===== src/rtl/sap_pkg.sv =====
// Shared SAP-1 definitions: loader state encoding, opcode constants and default widths.
package sap_pkg;

   localparam int SAP_ADDR_W = 4;
   localparam int SAP_DATA_W = 8;

   typedef enum logic [2:0] {
      IDLE  = 3'd0,
      LOAD  = 3'd1,
      WRITE = 3'd2,
      DONE  = 3'd3,
      CHECK = 3'd4,
      ERR   = 3'd5
   } state_e;

   localparam logic [3:0] OP_LDA = 4'd0;
   localparam logic [3:0] OP_ADD = 4'd1;
   localparam logic [3:0] OP_SUB = 4'd2;
   localparam logic [3:0] OP_OUT = 4'd14;
   localparam logic [3:0] OP_HLT = 4'd15;

   // Packs an opcode and a 4-bit operand into one SAP-1 instruction byte.
   function automatic logic [7:0] sap_instr(input logic [3:0] op, input logic [3:0] operand);
      return {op, operand};
   endfunction

endpackage


===== src/rtl/prog_loader.sv =====
// Streams a program image into the SAP-1 RAM and holds the CPU in reset while loading.
// Optional trailing-checksum verification is enabled by defining CHECKSUM_EN.
module prog_loader
   import sap_pkg::*;
#(
   parameter int ADDR_W = SAP_ADDR_W,
   parameter int DATA_W = SAP_DATA_W,
   parameter int WORDS  = 16          // 1 <= WORDS <= 2**ADDR_W
) (
   input  logic              clk,
   input  logic              res,
   input  logic              start,
   input  logic              in_valid,
   input  logic [DATA_W-1:0] in_data,
   output logic              in_ready,
   output logic              ram_we,
   output logic [ADDR_W-1:0] ram_addr,
   output logic [DATA_W-1:0] ram_wdata,
   output logic              cpu_res,
   output logic              busy,
   output logic              done,
   output logic              err
);

   localparam logic [ADDR_W-1:0] LAST_ADDR = ADDR_W'(WORDS - 1);
   localparam logic [ADDR_W-1:0] ADDR_ONE  = ADDR_W'(1);

   state_e            state_q, state_d;
   logic [ADDR_W-1:0] addr_q, addr_d;
   logic [DATA_W-1:0] data_q, data_d;
   logic              in_ready_q;
   logic              ram_we_q;
   logic              busy_q;
   logic              done_q;
   logic              accept_s;

`ifdef CHECKSUM_EN
   logic [DATA_W-1:0] sum_q, sum_d;
   logic [DATA_W-1:0] sum_chk_s;
   logic              err_q;

   assign sum_chk_s = sum_q + in_data;
`endif

   assign accept_s = in_valid & in_ready_q;

   // Next-state, address counter, data capture and checksum accumulation.
   always_comb begin
      state_d = state_q;
      addr_d  = addr_q;
      data_d  = data_q;
`ifdef CHECKSUM_EN
      sum_d   = sum_q;
`endif
      case (state_q)
         IDLE: begin
            if (start) begin
               state_d = LOAD;
               addr_d  = '0;
`ifdef CHECKSUM_EN
               sum_d   = '0;
`endif
            end else begin
               state_d = IDLE;
            end
         end
         LOAD: begin
            if (accept_s) begin
               state_d = WRITE;
               data_d  = in_data;
`ifdef CHECKSUM_EN
               sum_d   = sum_chk_s;
`endif
            end else begin
               state_d = LOAD;
            end
         end
         WRITE: begin
            // The counter parks on the last word; only a new start clears it.
            if (addr_q == LAST_ADDR) begin
`ifdef CHECKSUM_EN
               state_d = CHECK;
`else
               state_d = DONE;
`endif
            end else begin
               addr_d  = addr_q + ADDR_ONE;
               state_d = LOAD;
            end
         end
         DONE: begin
            state_d = IDLE;
         end
`ifdef CHECKSUM_EN
         CHECK: begin
            if (accept_s) begin
               state_d = (sum_chk_s == '0) ? DONE : ERR;
            end else begin
               state_d = CHECK;
            end
         end
         ERR: begin
            if (start) begin
               state_d = LOAD;
               addr_d  = '0;
               sum_d   = '0;
            end else begin
               state_d = ERR;
            end
         end
`endif
         default: begin
            state_d = IDLE;
         end
      endcase
   end

   // State, counter and data registers.
   always_ff @(posedge clk or posedge res) begin
      if (res) begin
         state_q <= IDLE;
         addr_q  <= '0;
         data_q  <= '0;
      end else begin
         state_q <= state_d;
         addr_q  <= addr_d;
         data_q  <= data_d;
      end
   end

   // Outputs are decoded from the next state so they leave a flop aligned with the state.
   always_ff @(posedge clk or posedge res) begin
      if (res) begin
         in_ready_q <= 1'b0;
         ram_we_q   <= 1'b0;
         busy_q     <= 1'b0;
         done_q     <= 1'b0;
      end else begin
         in_ready_q <= (state_d == LOAD) || (state_d == CHECK);
         ram_we_q   <= (state_d == WRITE);
         busy_q     <= (state_d == LOAD) || (state_d == WRITE) || (state_d == CHECK);
         done_q     <= (state_d == DONE);
      end
   end

`ifdef CHECKSUM_EN
   // Running image checksum and sticky error flag.
   always_ff @(posedge clk or posedge res) begin
      if (res) begin
         sum_q <= '0;
         err_q <= 1'b0;
      end else begin
         sum_q <= sum_d;
         err_q <= (state_d == ERR);
      end
   end

   assign err = err_q;
`else
   assign err = 1'b0;
`endif

   assign in_ready  = in_ready_q;
   assign ram_we    = ram_we_q;
   assign ram_addr  = addr_q;
   assign ram_wdata = data_q;
   assign busy      = busy_q;
   assign done      = done_q;
   // Kept combinational so the CPU is in reset for the whole loader reset too.
   assign cpu_res   = res | (state_q != IDLE);

endmodule


===== config.mk =====
export PLATFORM = sky130hd
export DESIGN_NAME = prog_loader
export DESIGN_NICKNAME = d
export VERILOG_FILES = /design/src/rtl/sap_pkg.sv /design/src/rtl/prog_loader.sv
export SDC_FILE = /design/constraint.sdc
export NUM_CORES = 1
export LEC_CHECK = 0
export ABC_CLOCK_PERIOD_IN_PS = 4300
export BUFFER_PORTS_ARGS = -buffer_cell sky130_fd_sc_hd__buf_2
export CAP_MARGIN = 10
export CORE_UTILIZATION = 50
export DETAILED_ROUTE_END_ITERATION = 12
export PLACE_DENSITY = 0.81
export SYNTH_ARGS = -nofsm -noshare
export SYNTH_HDL_FRONTEND = slang
export SYNTH_SLANG_ARGS = --single-unit
export TNS_END_PERCENT = 30

===== constraint.sdc =====
create_clock -name clk -period 4.3 [get_ports clk]
set_input_delay 0.86 -clock clk [delete_from_list [all_inputs] [get_ports clk]]
set_output_delay 0.86 -clock clk [all_outputs]
set_load 0.005 [all_outputs]

==> metrics <==
vias in the first global route 594; CP Class input pin to output port; drt wl/cell approximately 13 um; Synth area leader dfrtp_1; GP Congestion about 0.7; Leak 0.5110 nW; # rows 14; post-synthesis sequential area ratio 55.13%; DP Wirelength 1103 um; CP startpoint kind input pin; Hold-fix buffers, CTS 0; final hold violation count 0; CP peak stage delay roughly 0.29 ns; Sink Count 18; CTS tree yes; top cells by area, synth dfrtp_1 (55%), mux2_2 (11%), ha_1 (6.1%); starting DRC count in detailed routing 6; FF/Latch Area 450.4 sq um; Ys Warns 0; Peak VDD IR 0.3472 mV; Initial Util about 54%; fraction of layout cells with a size suffix above 1 a little over two fifths; Top Family by Delay on Critical Path simple AND/OR/NAND/NOR gates; CTS resizes 0; commonest cells after routing, fill and taps aside buf_2 (28), dfrtp_1 (18), mux2_2 (8); Yosys cell types 24; clk buf depth 2; Clock transition at path regs 0.10 ns; Yosys top cell area share 55.13%; gr ovfl total 0; final wirelength between 1000 and 1500 um; Pwr Density 595.3 nW/um^2; vias after detailed routing 624; Worst Path Buf+Inv 2; reg-to-reg slack, setup 2.65 ns; max-slew violations 0; I/O pin count 30; syn avg cell area 12.02 sq um; ant diodes 0; Layout Nets 115; die height 42.43 um; first-pass GRT wire length ~2400 um; worst-margin pin slew approximately 0.66 ns; Vias/cell 5.474; Core Region roughly 1500 sq um; Most common cell on crit path buf_2; endpoint type of the worst setup path output port; post-route cell area ~1000 sq um; final period demand of the worst path 2.237 ns; fill count 136; Max-cap violations 0; RSZ-0062 raised after global routing false; Final setup viols 0; worst skew pair latency roughly 0.29 ns; # H-tree levels 1; Final ANT Viol Nets 0; most common cell after layout, fill and taps aside buf_2; number of setup buffers added after CTS 0; die width 42.43 um; residual DRC count 0; Tot Pwr between 500 and 600 uW; Post-DP Area 964.7 sq um; Post-Syn Area 817.0 sq um; critical path peak fanout 2; drt first pass iters 4; fmax 447.0 MHz; Area Overhead vs Synth 22.51%; Syn Inst Count 68; I/O Buffers 28; clock tree root driver cell clkbuf_4; antenna violations before repair 0; Die ar. around 1800 sq um; Yosys reg bits 18; largest net degree at the start of global routing 19; outcome completed; worst-path cell chain buf_2, or3_1, buf_2; final worst-path cycle share 52.03%; Slew headroom 55.91%; worst endpoint required time 3.44 ns; Critical-path top delay cell or3_1; CTS Buf Count 3; crit path DAT 1.38 ns; syn nets 84; setup TNS 0 ns; GRT Total Usage 18.12%; Hold Crit Class flop to flop; area occupied by multi-input gates 342.8 sq um; Layout Skew between 0.003 and 0.004 ns
## routing by layer
metal,wire [um],vias up,GRT usage [%]
met3,47,2,4.310
met4,9,0,8.125
met1,604,312,21.65
met5,0,-,0
li1,-,297,-
met2,789,13,30.77
## synthesized netlist by cell type (all sizes together)
library cell  count
nor2b             1
o21a              1
a21oi             3
dfrtp            18
ha                4
and3              1
a2bb2oi           1
a41oi             1
nand2             7
or3               2
and2              1
o21bai            1
o21ai             1
nand2b            2
inv               3
nor4b             1
buf               2
o31ai             1
nor3              3
conb              1
mux2              8
nand3             5
## power by group
| group | total (mW) | internal, mW | switching [mW] |
|---|---|---|---|
| sequential | 0.283 | 0.234 | 0.0489 |
| clock | 0.103 | 0.0515 | 0.0512 |
| combinational | 0.210 | 0.119 | 0.0912 |
| total | 0.596 | 0.405 | 0.191 |
## flip-flops by register name, indices dropped and copies added (netlist names)
register   flops
ram_wdata      8
ram_addr       4
state_q        2
busy           1
done           1
in_ready       1
ram_we         1
## path summary, 6_finish.rpt
check                              from           end  depth (start not counted)
hold reg to reg            ram_wdata[1]  ram_wdata[1]                          1
min in group asynchronous           res      in_ready                          2
setup / recovery                    res       cpu_res                          3
max in group asynchronous           res  ram_wdata[2]                          2
hold / removal             ram_wdata[1]  ram_wdata[1]                          1
setup reg to reg            ram_addr[0]          busy                          5
## metrics by stage
stage | util, % | hold slack (ns) | setup slack, ns | cells
finish | 65.68 | 0.5106 | 2.063 | 114
global route | 65.68 | 0.5180 | 2.022 | 114
CTS | 65.68 | 0.5135 | 2.058 | 114
detailed placement | 63.30 | 0.4894 | 2.059 | 110
global placement | 63.30 | 0.4804 | 2.067 | 110
floorplan | - | 0.5041 | 2.267 | 68
## final cells by class
| cell class | count | share of cell area [%] |
|---|---|---|
| tap | 16 | 2.000 |
| sequential | 18 | 45.00 |
| clock buffer | 4 | 3.625 |
| timing repair buffer | 28 | 14.00 |
| multi-input combinational | 45 | 34.25 |
| inverter | 3 | 1.125 |
## cell families (layout without fill, tap and decap cells)
family,Yosys count,count (layout),synth area share (%)
AO/OA/AOI/OAI,9,9,7.351
adder cells (fa/ha/maj),4,4,6.126
other,1,1,0.4590
AND/OR/NAND/NOR,23,23,17.00
multiplexers,8,8,11.03
flip-flops,18,18,55.13
buffers and inverters,5,35,2.909
(Power assumes the default switching activity.)
